$ cat src/rtl/seg_scan_ctrl.sv
// Time-multiplexed seven-segment scanner: one-cold active-low anodes, blanking at each slot start.
// All outputs registered (one cycle from inputs); loads are double-buffered and swap in at frame wrap.
module seg_scan_ctrl #(
    parameter int NUM_DIGITS = 4,
    parameter int DIV        = 50000,
    parameter int BLANK      = 500
) (
    input  logic                          clk,
    input  logic                          rst,
    input  logic                          enable,
    input  logic                          load,
    input  logic [8*NUM_DIGITS-1:0]       digit_data,
    output logic [7:0]                    seg,
    output logic [NUM_DIGITS-1:0]         an,
    output logic [$clog2(NUM_DIGITS)-1:0] digit_idx,
    output logic                          load_ack,
    output logic                          pending
);
    localparam int IW = $clog2(NUM_DIGITS);
    localparam int CW = $clog2(DIV);
    localparam logic [CW-1:0] BLANK_LAST = CW'(BLANK - 1);
    localparam logic [CW-1:0] SLOT_LAST  = CW'(DIV - 1);
    localparam logic [IW-1:0] DIGIT_LAST = IW'(NUM_DIGITS - 1);

    typedef enum logic [1:0] {IDLE, BLNK, SHOW} state_t;

    state_t                  state;
    logic [CW-1:0]           cnt;
    logic [8*NUM_DIGITS-1:0] active;
    logic [8*NUM_DIGITS-1:0] shadow;

    always_ff @(posedge clk or posedge rst) begin
        if (rst) begin
            state     <= IDLE;
            cnt       <= '0;
            active    <= '1;
            shadow    <= '1;
            seg       <= 8'hFF;
            an        <= '1;
            digit_idx <= '0;
            load_ack  <= 1'b0;
            pending   <= 1'b0;
        end else begin
            load_ack <= 1'b0;
            if (state == IDLE || !enable) begin
                // Display is dark, so nothing can tear: apply new or buffered data at once.
                state     <= enable ? BLNK : IDLE;
                seg       <= 8'hFF;
                an        <= '1;
                digit_idx <= '0;
                cnt       <= '0;
                pending   <= 1'b0;
                if (load) begin
                    active   <= digit_data;
                    load_ack <= 1'b1;
                end else if (pending) begin
                    active   <= shadow;
                    load_ack <= 1'b1;
                end
            end else begin
                if (load) begin
                    shadow  <= digit_data;
                    pending <= 1'b1;
                end
                if (state == BLNK) begin
                    cnt <= cnt + 1'b1;
                    if (cnt == BLANK_LAST) begin
                        state <= SHOW;
                        an    <= ~(NUM_DIGITS'(1) << digit_idx);
                        seg   <= active[8*digit_idx +: 8];
                    end
                end else if (cnt != SLOT_LAST) begin
                    cnt <= cnt + 1'b1;
                end else begin
                    state <= BLNK;
                    cnt   <= '0;
                    an    <= '1;
                    seg   <= 8'hFF;
                    if (digit_idx != DIGIT_LAST) begin
                        digit_idx <= digit_idx + 1'b1;
                    end else begin
                        // Frame boundary: a coincident load bypasses the shadow.
                        digit_idx <= '0;
                        if (load) begin
                            active   <= digit_data;
                            pending  <= 1'b0;
                            load_ack <= 1'b1;
                        end else if (pending) begin
                            active   <= shadow;
                            pending  <= 1'b0;
                            load_ack <= 1'b1;
                        end
                    end
                end
            end
        end
    end
endmodule

$ cat config.mk
export PLATFORM = sky130hd
export DESIGN_NAME = seg_scan_ctrl
export DESIGN_NICKNAME = d
export VERILOG_FILES = /design/src/rtl/seg_scan_ctrl.sv
export SDC_FILE = /design/constraint.sdc
export NUM_CORES = 1
export LEC_CHECK = 0
export BUFFER_PORTS_ARGS = -buffer_cell sky130_fd_sc_hd__buf_2
export CORE_ASPECT_RATIO = 0.6
export CORE_MARGIN = 2
export CORE_UTILIZATION = 50
export CTS_CLUSTER_SIZE = 28
export DETAILED_ROUTE_END_ITERATION = 6
export HOLD_SLACK_MARGIN = 0.1
export MAX_ROUTING_LAYER = met4
export PLACE_DENSITY_LB_ADDON = 0.25
export SLEW_MARGIN = 5
export SYNTH_ARGS = -nofsm -noshare
export SYNTH_HDL_FRONTEND = slang
export SYNTH_SLANG_ARGS = --single-unit
$ cat constraint.sdc
create_clock -name clk -period 6.85 [get_ports clk]
set_input_delay 2.055 -clock clk [delete_from_list [all_inputs] [get_ports clk]]
set_output_delay 2.055 -clock clk [all_outputs]
set_load 0.02 [all_outputs]
==> impl_summary.md <==
Min path
The worst hold-check path type is flip-flop to flip-flop. Along the worst hold path, the cell count comes to 1. The end of the worst hold path is cnt[0]. In this run the most critical hold path is launched from cnt[0].

Pwr
The worst supply voltage drop on vdd is between 0.0001 and 0.00015 V. Of the total power, combinational logic draws 0.139. The cell-internal power is about 1.2 mW. The leakage power total is 2.199 nW. The share of total power dissipated in the clock network is 0.360. The power density over the cells is around 280 nW/um^2. The share of total power dissipated in sequential elements is 0.501. The analysis attributes to net switching a power of between 300 and 400 uW.

The net switching share of the total power is 0.2150.

Drt
The detail route stage leaves a number of antenna-violating nets equal to 0. After detailed routing, the number of vias per cell comes to approximately 5.4. For this block, the initial DRC count from the detailed router was between 200 and 250. The number of remaining DRC errors is 0. The post-detailed-route wirelength per cell is 17.76 um. The first-pass iteration count of the detailed router is 4. The count of vias placed by the detailed router is between 2000 and 3000. The routed wire length is just over 9000 um.

Global routing
For this run, the total global-route usage over all layers was measured as 0.2019. The number of antenna violations at the first check in global routing was 0. The largest net degree at the start of global routing is 67. The total grt overflow is 0.

The first global-routing pass estimated between 15000 and 20000 um of wire. The number of global-route vias before repair is between 2000 and 3000.

Placement
Counting tap cells, the placed design contains a total of 500 instances. Detailed placement ended at an HPWL of 6173 um. In this run the tool buffered the top-level ports with slightly above 50 buffer cells. The weighted congestion at the end of routability-driven global placement is between 0.8 and 0.9.

STA
The setup TNS is 0 ns. The setup clock skew after layout is around 0.0080 ns. The maximum achievable frequency is 247.5 MHz. In this run the tightest slew margin relative to its limit is 0.4497. Setup repair after global routing left no endpoint under its margin. The number of slew-limit violations in the final report came to 0.

The worst hold-check slack is 0.4972 ns. The post-route minimum period is approximately 4.0 ns. The final setup violation count is 0. The final worst-path cycle share is 0.5898.

The final number of hold-violating endpoints is 0. At the pin with the least slew margin, the transition time is ~0.83 ns.

Clocking
In this run the post-CTS setup repair buffer count came out at 0. The worst-skew pair later-pin latency is around 0.34 ns. CTS placed an instance of clkbuf_16 at the clock tree root.

The number of cells upsized or downsized after cts is 0. The H-tree level count is 3. TritonCTS built the clock tree. The number of hold buffers added after CTS was 0. Clock tree synthesis inserted a total of 9 buffers.

The maximum root-to-sink buffer count is 2. The post-CTS clock slew at the launch and capture registers of the worst setup and hold paths is 0.07 ns. Counting every sink on the clock net gives between 90 and 100.

Worst setup path
The worst setup path is of the primary input to flip-flop kind. The data arrival at the endpoint of the critical path is between 4 and 5 ns. The worst register-to-register path ends at active[30]. Of all nets on the critical path, the largest fanout is 36. The startpoint identified for the worst register-to-register timing path is cnt[12].

Traced cell by cell, the critical path runs through buf_2 -> o21ai_0 -> o21ai_4 -> buf_4 -> mux2_2. For this run, the slowest stage of the critical path takes approximately 0.62 ns. The category of the worst setup path launch point is a primary input. STA classifies the critical path endpoint as a flip-flop. For this design, the slowest cell found on the critical path is buf_2.

The family with the most delay on the worst path is buffers and inverters. In this run the register-to-register setup slack is just under 4 ns. The data required time of the critical path is approximately 7.1 ns. The number of buffers and inverters on the critical path is 2. Measured in cells, the most critical reg-to-reg path has a length of 5.

Synth
Synthesis produced around 330 cells. The mean post-synth cell area is about 14 um^2. After synthesis the cells add up to ~4800 um^2.

Synthesis produced a netlist with a net count of approximately 370. The number of flip-flops and latches in the synthesized netlist is 98. The count of synthesis-stage warnings from yosys is 0. The count of cell types in the netlist is 38. Of the synthesized area, sequential elements account for 0.5315.

Finish
The number of antenna diodes is 0. Of the cells placed in the final design, the portion with a size suffix greater than 1 is 0.6632. The non-filler instance count after layout is roughly 520. The fill cell total of the finished layout is 754. The number of nets in the layout is 422. The area growth from synthesis to layout is 13.57%.

Floorplanning
The total area inside the core boundary comes to 9256 um^2. Row generation in the floorplan step produced 27 rows. The area enclosed by the die boundary is roughly 10000 um^2. The die boundary height is ~80 um. The die width is about 130 um. The number of I/O pins is 52. The initial utilization of the core area, before any placement, comes to 0.5178.

Status
The flow ran to the end, and the final reports show no timing, DRC or antenna violations.

Run
Max-cap violations in this run came to 0.
synth_stat cells, drive strengths merged:
| cell type | n | area, um^2 |
|---|---|---|
| o21ai | 5 | 36.29 |
| dfrtp | 22 | 550.5 |
| ha | 5 | 62.56 |
| nand4 | 6 | 37.54 |
| mux2 | 96 | 1190 |
| or3 | 2 | 12.51 |
| and2 | 1 | 6.260 |
| nor4 | 5 | 31.28 |
| a21oi | 2 | 13.76 |
| xnor2 | 13 | 113.9 |
| o22a | 8 | 70.07 |
| nor2 | 20 | 75.07 |
| o21a | 1 | 7.510 |
| nor3 | 5 | 25.02 |
| or4 | 4 | 41.29 |
| o311a | 1 | 10.01 |
| buf | 9 | 85.08 |
| o31ai | 1 | 7.510 |
| and3 | 1 | 6.260 |
| a22oi | 1 | 12.51 |
| a31oi | 1 | 6.260 |
| xor2 | 1 | 8.760 |
| or4b | 2 | 23.77 |
| dfstp | 76 | 1997 |
| nand2 | 8 | 30.03 |
| clkbuf | 8 | 30.03 |
| mux4 | 8 | 180.2 |
| a2bb2oi | 4 | 35.03 |
| inv | 8 | 30.03 |
| nand3 | 7 | 35.03 |
| or4bb | 2 | 22.52 |
worst max path at each step:
stage | startpoint | endpoint | slack (ns) | depth (start not counted)
floorplan | rst | cnt[0] | 2.36 | 1
global placement | load | active[30] | 2.45 | 5
detailed placement | load | active[29] | 2.44 | 5
CTS | load | active[29] | 2.79 | 5
global route | load | active[30] | 2.65 | 5
finish | load | active[30] | 2.81 | 5
cell usage in the layout, fill, tap and decap left out, types with 9 or more instances in the layout:
master	netlist	routed
dfstp_2	76	76
mux2_2	67	67
buf_2	2	51
mux2_4	29	29
dfrtp_1	22	22
nor2_1	20	20
xnor2_1	13	13
clkbuf_16	0	9
registers in the layout, indices dropped and copies added (netlist names):
register	count
active	32
shadow	32
cnt	16
seg	8
an	4
digit_idx	2
state	2
load_ack	1
pending	1
per-stage QoR:
stage	instance area [um^2]	total power [mW]	utilization	setup slack [ns]
3_5_place_dp	5120	0.9845	0.5531	2.444
5_1_grt	5444	1.588	0.5881	2.648
4_1_cts	5444	1.539	0.5881	2.788
2_1_floorplan	4793	0.9325	-	2.359
6_report	5444	1.522	0.5881	2.810
3_3_place_gp	5120	0.9746	0.5531	2.452
power by group through the flow:
stage                     Clock [mW]  Combinational (mW)  Sequential (mW)
after floorplan                    0               0.180            0.753
after global placement             0               0.207            0.768
after detailed placement           0               0.213            0.771
after CTS                      0.561               0.214            0.763
after global routing           0.586               0.228            0.773
final                          0.548               0.211            0.763
final cells by class:
type | instances | area, um^2 | share of cell area
clock buffers | 14 | 264.0 | 0.04849
clock inverters | 2 | 60.06 | 0.01103
inverters | 8 | 31.28 | 0.005746
multi-input cells | 210 | 2101 | 0.3859
flip-flops and latches | 98 | 2547 | 0.4679
well taps | 130 | 162.7 | 0.02988
repair buffers | 54 | 277.8 | 0.05102
cell families (layout without fill, tap and decap cells):
| kind of cell | Yosys count | in the layout | synth area share |
|---|---|---|---|
| buffers and inverters | 25 | 78 | 0.03028 |
| adders and majority gates | 5 | 5 | 0.01305 |
| and+or+nand+nor | 63 | 63 | 0.07230 |
| DFF | 98 | 98 | 0.5315 |
| muxes | 104 | 104 | 0.2858 |
| AOI/OAI and AO/OA | 24 | 24 | 0.04151 |
| xor gates and xnor gates | 14 | 14 | 0.02558 |
metal layers:
metal / global-route usage / share of wire / wire, um
met5: - / 0 / 0
met4: 0.05532 / 0.012 / 107
met3: 0.05161 / 0.049 / 449
met2: 0.2634 / 0.40 / 3652
met1: 0.3087 / 0.54 / 4955
worst reg2reg max path: cells and delay by family, from the launching register on:
family | cells | cell delay (ns)
AOI/OAI and AO/OA | 1 | 0.36
muxes | 1 | 0.41
buffers and inverters | 1 | 0.47
and+or+nand+nor | 2 | 1.17
DFF | 1 | 0.43
Note: power is estimated with default switching activity, not from simulation.
